## config.mk

```make
export PLATFORM = sky130hd
export DESIGN_NAME = distributor
export DESIGN_NICKNAME = d
export VERILOG_FILES = /design/src/rtl/distributor.sv
export SDC_FILE = /design/constraint.sdc
export NUM_CORES = 1
export LEC_CHECK = 0
export CAP_MARGIN = 15
export CELL_PAD_IN_SITES_DETAIL_PLACEMENT = 0
export CELL_PAD_IN_SITES_GLOBAL_PLACEMENT = 1
export CORE_MARGIN = 4
export CORE_UTILIZATION = 39
export CTS_CLUSTER_SIZE = 40
export DETAILED_ROUTE_END_ITERATION = 7
export PLACE_DENSITY_LB_ADDON = 0.1
export SYNTH_ARGS = -nofsm -noshare
export SYNTH_HDL_FRONTEND = slang
export SYNTH_SLANG_ARGS = --single-unit
```

## constraint.sdc

```tcl
create_clock -name clock -period 3.3 [get_ports clock]
set_input_delay 0.33 -clock clock [delete_from_list [all_inputs] [get_ports clock]]
set_output_delay 0.33 -clock clock [all_outputs]
set_load 0.03 [all_outputs]
```

## src/rtl/distributor.sv

```systemverilog
// rtl/distributor.sv - splits a wide word into ITEM_COUNT items emitted one per cycle
// Optional macro DISTRIBUTOR_COUNT_EN adds in_count to select how many items each word carries.
module distributor #(
    parameter int DATA_WIDTH      = 8,
    parameter int ITEM_COUNT      = 3,
    parameter int ITEM_COUNT_BITS = $clog2(ITEM_COUNT + 1)
) (
    input  logic                             clock,
    input  logic                             reset,
    input  logic [DATA_WIDTH*ITEM_COUNT-1:0] in_data,
    input  logic                             in_valid,
    output logic                             in_ready,
    input  logic                             in_last,
`ifdef DISTRIBUTOR_COUNT_EN
    input  logic [ITEM_COUNT_BITS-1:0]       in_count,
`endif
    output logic [DATA_WIDTH-1:0]            out_data,
    output logic                             out_valid,
    input  logic                             out_ready,
    output logic                             out_last
);

    typedef enum logic {EMPTY = 1'b0, EMIT = 1'b1} state_t;

    localparam logic [ITEM_COUNT_BITS-1:0] FULL_N = ITEM_COUNT_BITS'(ITEM_COUNT);

    state_t                            state_q, state_d;
    logic [DATA_WIDTH*ITEM_COUNT-1:0]  word_q, word_d;
    logic                              last_q, last_d;
    logic [ITEM_COUNT_BITS-1:0]        n_q, n_d;
    logic [ITEM_COUNT_BITS-1:0]        index_q, index_d;

    logic                              busy;
    logic                              final_item;
    logic                              in_fire;
    logic                              out_fire;
    logic [ITEM_COUNT_BITS-1:0]        n_in;
    logic [DATA_WIDTH-1:0]             item;

`ifdef DISTRIBUTOR_COUNT_EN
    // A zero or oversized count means a full word.
    assign n_in = (in_count == '0 || in_count > FULL_N) ? FULL_N : in_count;
`else
    assign n_in = FULL_N;
`endif

    assign busy       = (state_q == EMIT);
    assign final_item = (index_q == n_q - ITEM_COUNT_BITS'(1));
    assign out_fire   = busy && out_ready;
    // The next word may load while the final item of the current one leaves, so no bubble.
    assign in_ready   = !reset && (!busy || (out_ready && final_item));
    assign in_fire    = in_valid && in_ready;

    always_comb begin
        item = '0;
        for (int i = 0; i < ITEM_COUNT; i++) begin
            if (index_q == ITEM_COUNT_BITS'(i)) begin
                item = word_q[i*DATA_WIDTH +: DATA_WIDTH];
            end
        end
    end

    assign out_valid = busy;
    assign out_data  = busy ? item : '0;
    assign out_last  = busy && last_q && final_item;

    always_comb begin
        state_d = state_q;
        word_d  = word_q;
        last_d  = last_q;
        n_d     = n_q;
        index_d = index_q;
        if (in_fire) begin
            state_d = EMIT;
            word_d  = in_data;
            last_d  = in_last;
            n_d     = n_in;
            index_d = '0;
        end else if (out_fire) begin
            if (final_item) begin
                state_d = EMPTY;
            end else begin
                index_d = index_q + ITEM_COUNT_BITS'(1);
            end
        end
    end

    always_ff @(posedge clock) begin
        if (reset) begin
            state_q <= EMPTY;
            word_q  <= '0;
            last_q  <= 1'b0;
            n_q     <= '0;
            index_q <= '0;
        end else begin
            state_q <= state_d;
            word_q  <= word_d;
            last_q  <= last_d;
            n_q     <= n_d;
            index_q <= index_d;
        end
    end

endmodule
```

; Word level (Yosys, flattened, before mapping)
; Cells that the tools add are included.
[op_classes]
n_reduce_logical = 15
add_sub_neg = 2
bitwise_logic = 1
n_eq_ne = 3
mux = 7
[ops]
columns = operator, n
row1 = 8-bit 2-to-1 mux, 4
row2 = 1-bit logical AND, 6
row3 = 2-bit AND reduction, 2
row4 = 2-bit nonzero test, 2
row5 = 1-bit 2-to-1 mux, 3
row6 = "2-bit by 1-bit adder with 2-bit output, second input constant", 1
row7 = "2-bit by 1-bit equality test with 1-bit output, second input constant", 1
row8 = 2-bit equality test, 1
row9 = "2-bit equality test, second input constant", 1
row10 = 1-bit logical NOT, 2
row11 = 2-bit logical NOT, 1
row12 = 2-bit OR reduction, 1
row13 = "2-bit by 1-bit subtractor with 2-bit output, second input constant", 1
row14 = 1-bit logical OR, 1
row15 = 1-bit NOT, 1
[totals]
regBits = 29
wordCells = 33

; Logic depth before layout (Yosys ltp)
[logic_depth]
ltp_word = 8
mapped_depth = 6

; Worst setup path before layout
; OpenSTA, ideal clock, no wires.
[synth_path]
path_type = register to output
startpoint = reg state_q (netlist: out_valid)
endpoint = out out_last
t_required_ns = 2.970
setup_slack_ns = 1.597
path_stages_with_launch = 4
t_arrival_ns = 1.373
path_buffers = 1
cell_sequence = dfxtp_1 clkbuf_1 nand3_1 nor2_1
[synth_between]
elab_chain_len = 2
[synth_rtl]
columns = element, line_no
row1 = from (decl), 27  ; state_t state_q, state_d;
row2 = from (signal assigned), 96  ; state_q <= state_d;
row3 = 1-bit logical AND (2 in series), 65  ; assign out_last = busy && last_q && final_item;
row4 = to (decl), 20  ; output logic out_last
; Every way passes these cells.

; Worst setup path in the final report
[layout_path]
startpoint = reg index_q[1]
endpoint = out out_data[5]
[layout_between]
elab_chain_len = 5
word_cells_on_any_way = 7
classes_between = 2 x eq/ne / 4 x mux / 1 x reduce/logical
[layout_rtl]
columns = element, line_no
row1 = from (decl), 31  ; logic [ITEM_COUNT_BITS-1:0] index_q, index_d;
row2 = from (signal assigned), 100  ; index_q <= index_d;
row3 = 2-bit logical NOT, 57  ; if (index_q == ITEM_COUNT_BITS'(i)) begin
row4 = 8-bit 2-to-1 mux (2 in series), 57
row5 = 8-bit 2-to-1 mux *, 57
row6 = 8-bit 2-to-1 mux *, 64  ; assign out_data = busy ? item : '0;
row7 = to (decl), 17  ; output logic [DATA_WIDTH-1:0] out_data,
; Every way passes the cells marked *; elsewhere a longest branch is shown, timed or not.

==> metrics.md <==
| Metric | Value |
|---|---|
| Status | `completed` |
| Post-Synth XOR/XNOR Area | `less than 1%` |
| Switching part of the total | `24.44%` |
| Largest net degree at the start of global routing | `between 50 and 60` |
| Period utilization | `~81%` |
| # port buffers | `39` |
| R2r startpoint | `index_q[0]` |
| Post-route DRC | `0` |
| Post-route insts no fill | `about 270` |
| Via Count | `~1.3k` |
| Vias in the first global route | `1,370` |
| Total of max-cap violations | `0` |
| Post-synthesis adder-cell area fraction | `~2.3%` |
| Die Ht | `72.76 µm` |
| HPWL after detailed placement | `2.609 mm` |
| GRT Util Overall | `15.47%` |
| Startpoint Class | `flip-flop` |
| Layout net count | `between 200 and 250` |
| Layout area overhead | `28.92%` |
| TritonCTS clock tree | `yes` |
| FP Rows | `23` |
| Main combinational cell family by area after synthesis | `simple AND/OR/NAND/NOR gates` |
| Critical path peak fanout | `16` |
| Fill count | `just under 400` |
| Post-CTS setup buffers | `0` |
| Grt total ovfl | `0` |
| Num Clock Sinks | `29` |
| Routed wire per std cell | `approximately 14 µm` |
| Setup TNS | `0 ns` |
| Cell Area, Synth | `around 0.0016 mm²` |
| Simple-gate share of the synthesized area | `between 20% and 30%` |
| Critical Path End Type | `output port` |
| Sequential share of power | `between 40 and 50%` |
| Mean Syn Cell Area | `approximately 9.1 µm²` |
| Hold Startpoint | `word_q[15]` |
| Setup Crit Path Kind | `reg -> out` |
| Initial antenna violation count | `0` |
| CP arrival | `between 2 and 2.5 ns` |
| PD cells | `between 300 and 400 mW/mm²` |
| First-pass DRT Iterations | `4` |
| Gate Count Post-Synth | `180` |
| Actual slew at the worst max-slew pin | `roughly 0.52 ns` |
| First-pass GRT wire length | `about 6.3 mm` |
| Post-synthesis sequential element count | `29` |
| Post-synthesis net count | `approximately 210` |
| Logic pwr share | `approximately 17%` |
| Met3 WL post-DR | `~200 µm` |
| I/O Pins | `40` |
| Minimum clock period | `2.659 ns` |
| Slew Viols, Final | `0` |
| Die ar. | `around 0.0053 mm²` |
| VDD IR max | `0.1803 mV` |
| Worst Path Required | `just under 3 ns` |
| Dpl cells | `roughly 260` |
| Max Clk Rate | `roughly 380 MHz` |
| Share of cells above drive strength 1 | `5.556%` |
| R2R Path End | `word_q[20]` |
| Uppermost routed layer | `met4` |
| Final Skew | `slightly above 0.004 ns` |
| Clk buf depth | `2` |
| Placer congestion estimate | `~0.78` |
| Detailed-route wire length | `3.595 mm` |
| Mux share of post-synthesis cell area | `between 15 and 20%` |
| WHS Path Cells | `2` |
| Sw power | `~200 µW` |
| Total core area | `0.004029 mm²` |
| WL met1 | `1.605 mm` |
| Initial Util | `~41%` |
| Leakage | `just under 0.0009 µW` |
| Int Power | `just over 600 µW` |
| H-tree depth | `2` |
| Final Setup Violations | `0` |
| DIE WIDTH | `just over 70 µm` |
| Vias per std cell | `4.853` |
| Metal2 WL | `1.771 mm` |
| Ant. Diodes | `0` |
| Root Buffer | `clkbuf_8` |
| RSZ-0062 raised after global routing | `false` |
| CTS buffer count | `5` |
| Cts hold-fix bufs | `0` |
| Flop2flop setup slack | `approximately 1.8 ns` |
| 1st-iter DRT viols | `30` |
| Hold Crit Endpoint | `word_q[15]` |
| Reg clk slew, reported paths | `approximately 0.060 ns` |
| Worst rel slew slack | `65.43%` |
| Final Hold Vio Count | `0` |
| FF-to-FF path depth | `4` |
| Util after Layout | `52.33%` |
| Worst hold path class | `reg -> reg` |
| PostCTS Resize Cnt | `0` |
| Post-route ant nets | `0` |
| Synthesis Warnings | `0` |
| Seq/Total Area, Yosys | `35.50%` |
| Worst skew pair latency | `0.28 ns` |
| Compound-Gate Fraction of Synth Area | `under 10%` |
| Hold WS | `about 0.48 ns` |
| Clock power share | `35.1%` |
| Synth cell types | `21` |
[synthesized netlist by cell type]
| cell type | n | share of area, % |
|---|---|---|
| a211oi_1 | 1 | 0.46 |
| a21oi_1 | 1 | 0.31 |
| a41o_1 | 1 | 0.61 |
| and4b_2 | 1 | 0.69 |
| buf_12 | 2 | 2.4 |
| buf_6 | 1 | 0.69 |
| clkbuf_1 | 10 | 2.3 |
| dfxtp_1 | 29 | 36 |
| ha_1 | 3 | 2.3 |
| inv_1 | 2 | 0.46 |
| mux2i_1 | 27 | 17 |
| nand2_1 | 17 | 3.9 |
| nand2b_1 | 58 | 22 |
| nand3_1 | 3 | 0.92 |
| nor2_1 | 2 | 0.46 |
| nor2b_1 | 1 | 0.38 |
| nor3_1 | 2 | 0.61 |
| o211a_1 | 8 | 4.9 |
| o21ai_0 | 9 | 2.8 |
| o21ba_2 | 1 | 0.61 |
| xor2_2 | 1 | 0.99 |
[through the flow]
step | total power (µW) | setup WS (ns) | instance area [µm²]
4_1_cts | 839.4 | 0.6206 | 2108
6_report | 818.1 | 0.6409 | 2108
5_1_grt | 868.1 | 0.4160 | 2108
3_3_place_gp | 537.2 | 0.9513 | 2022
2_1_floorplan | 483.7 | 1.597 | 1635
3_5_place_dp | 540.0 | 0.9335 | 2022
[worst max-delay path by stage]
stage	start	to	slack, ns	cells past startpoint
floorplan	out_valid	out_last	1.60	3
CTS	index_q[1]	out_data[5]	0.62	5
global route	index_q[1]	out_data[6]	0.42	5
finish	index_q[1]	out_data[5]	0.64	5
global placement	index_q[1]	out_data[5]	0.95	5
detailed placement	index_q[1]	out_data[5]	0.93	5
[final cells by class]
cell class                 instances  area, µm²  area share [%]
clock buffer                       7      86.33           4.095
inverter                           2      7.507          0.3561
multi-input combinational        136      958.4           45.46
sequential                        29      580.6           27.54
tap                               50      62.56           2.967
timing repair buffer              42      412.9           19.58
[power groups by stage]
stage                     clock, µW  sequential [µW]  combinational [µW]
after floorplan                   0              391                92.6
after global placement            0              396                 141
after detailed placement          0              397                 143
after CTS                       306              389                 144
after global routing            320              392                 156
final                           287              389                 142
[flip-flops by register name (all words and copies together) (netlist names)]
name       count
index_q        2
out_valid      1
n_q            1
last_q         1
word_q        24
[critical path, cell delays in order (launching register included)]
cell	delay (ns)
dfxtp_1	0.44
inv_1	0.11
ha_1	0.35
o21ai_0	0.31
o211a_1	0.17
clkdlybuf4s50_1	0.67
[cell usage in the layout, fill, tap and decap left out, drive strengths merged]
cell and count:
nand2b 58, clkdlybuf4s50 39, dfxtp 29, mux2i 27
nand2 17, o21ai 9, o211a 8, clkbuf 7
nand3 3, ha 3, buf 3, inv 2
nor2 2, nor3 2, xor2 1, a21oi 1
nor2b 1, a41o 1, and4b 1, o21ba 1
a211oi 1
[per-layer routing]
metal | global-route usage, % | vias to the layer above
li1 | - | 667
met1 | 19.90 | 594
met2 | 23.85 | 28
met3 | 5.510 | 2
met4 | 5.533 | 0
met5 | 0 | -
[kinds of logic (layout without fill, tap and decap cells)]
family,after synthesis,count (layout)
xor gates and xnor gates,1,1
muxes,27,27
DFF,29,29
AOI/OAI and AO/OA,21,21
buffers and inverters,15,51
adders and majority gates,3,3
and+or+nand+nor,84,84
(Power assumes the default switching activity.)
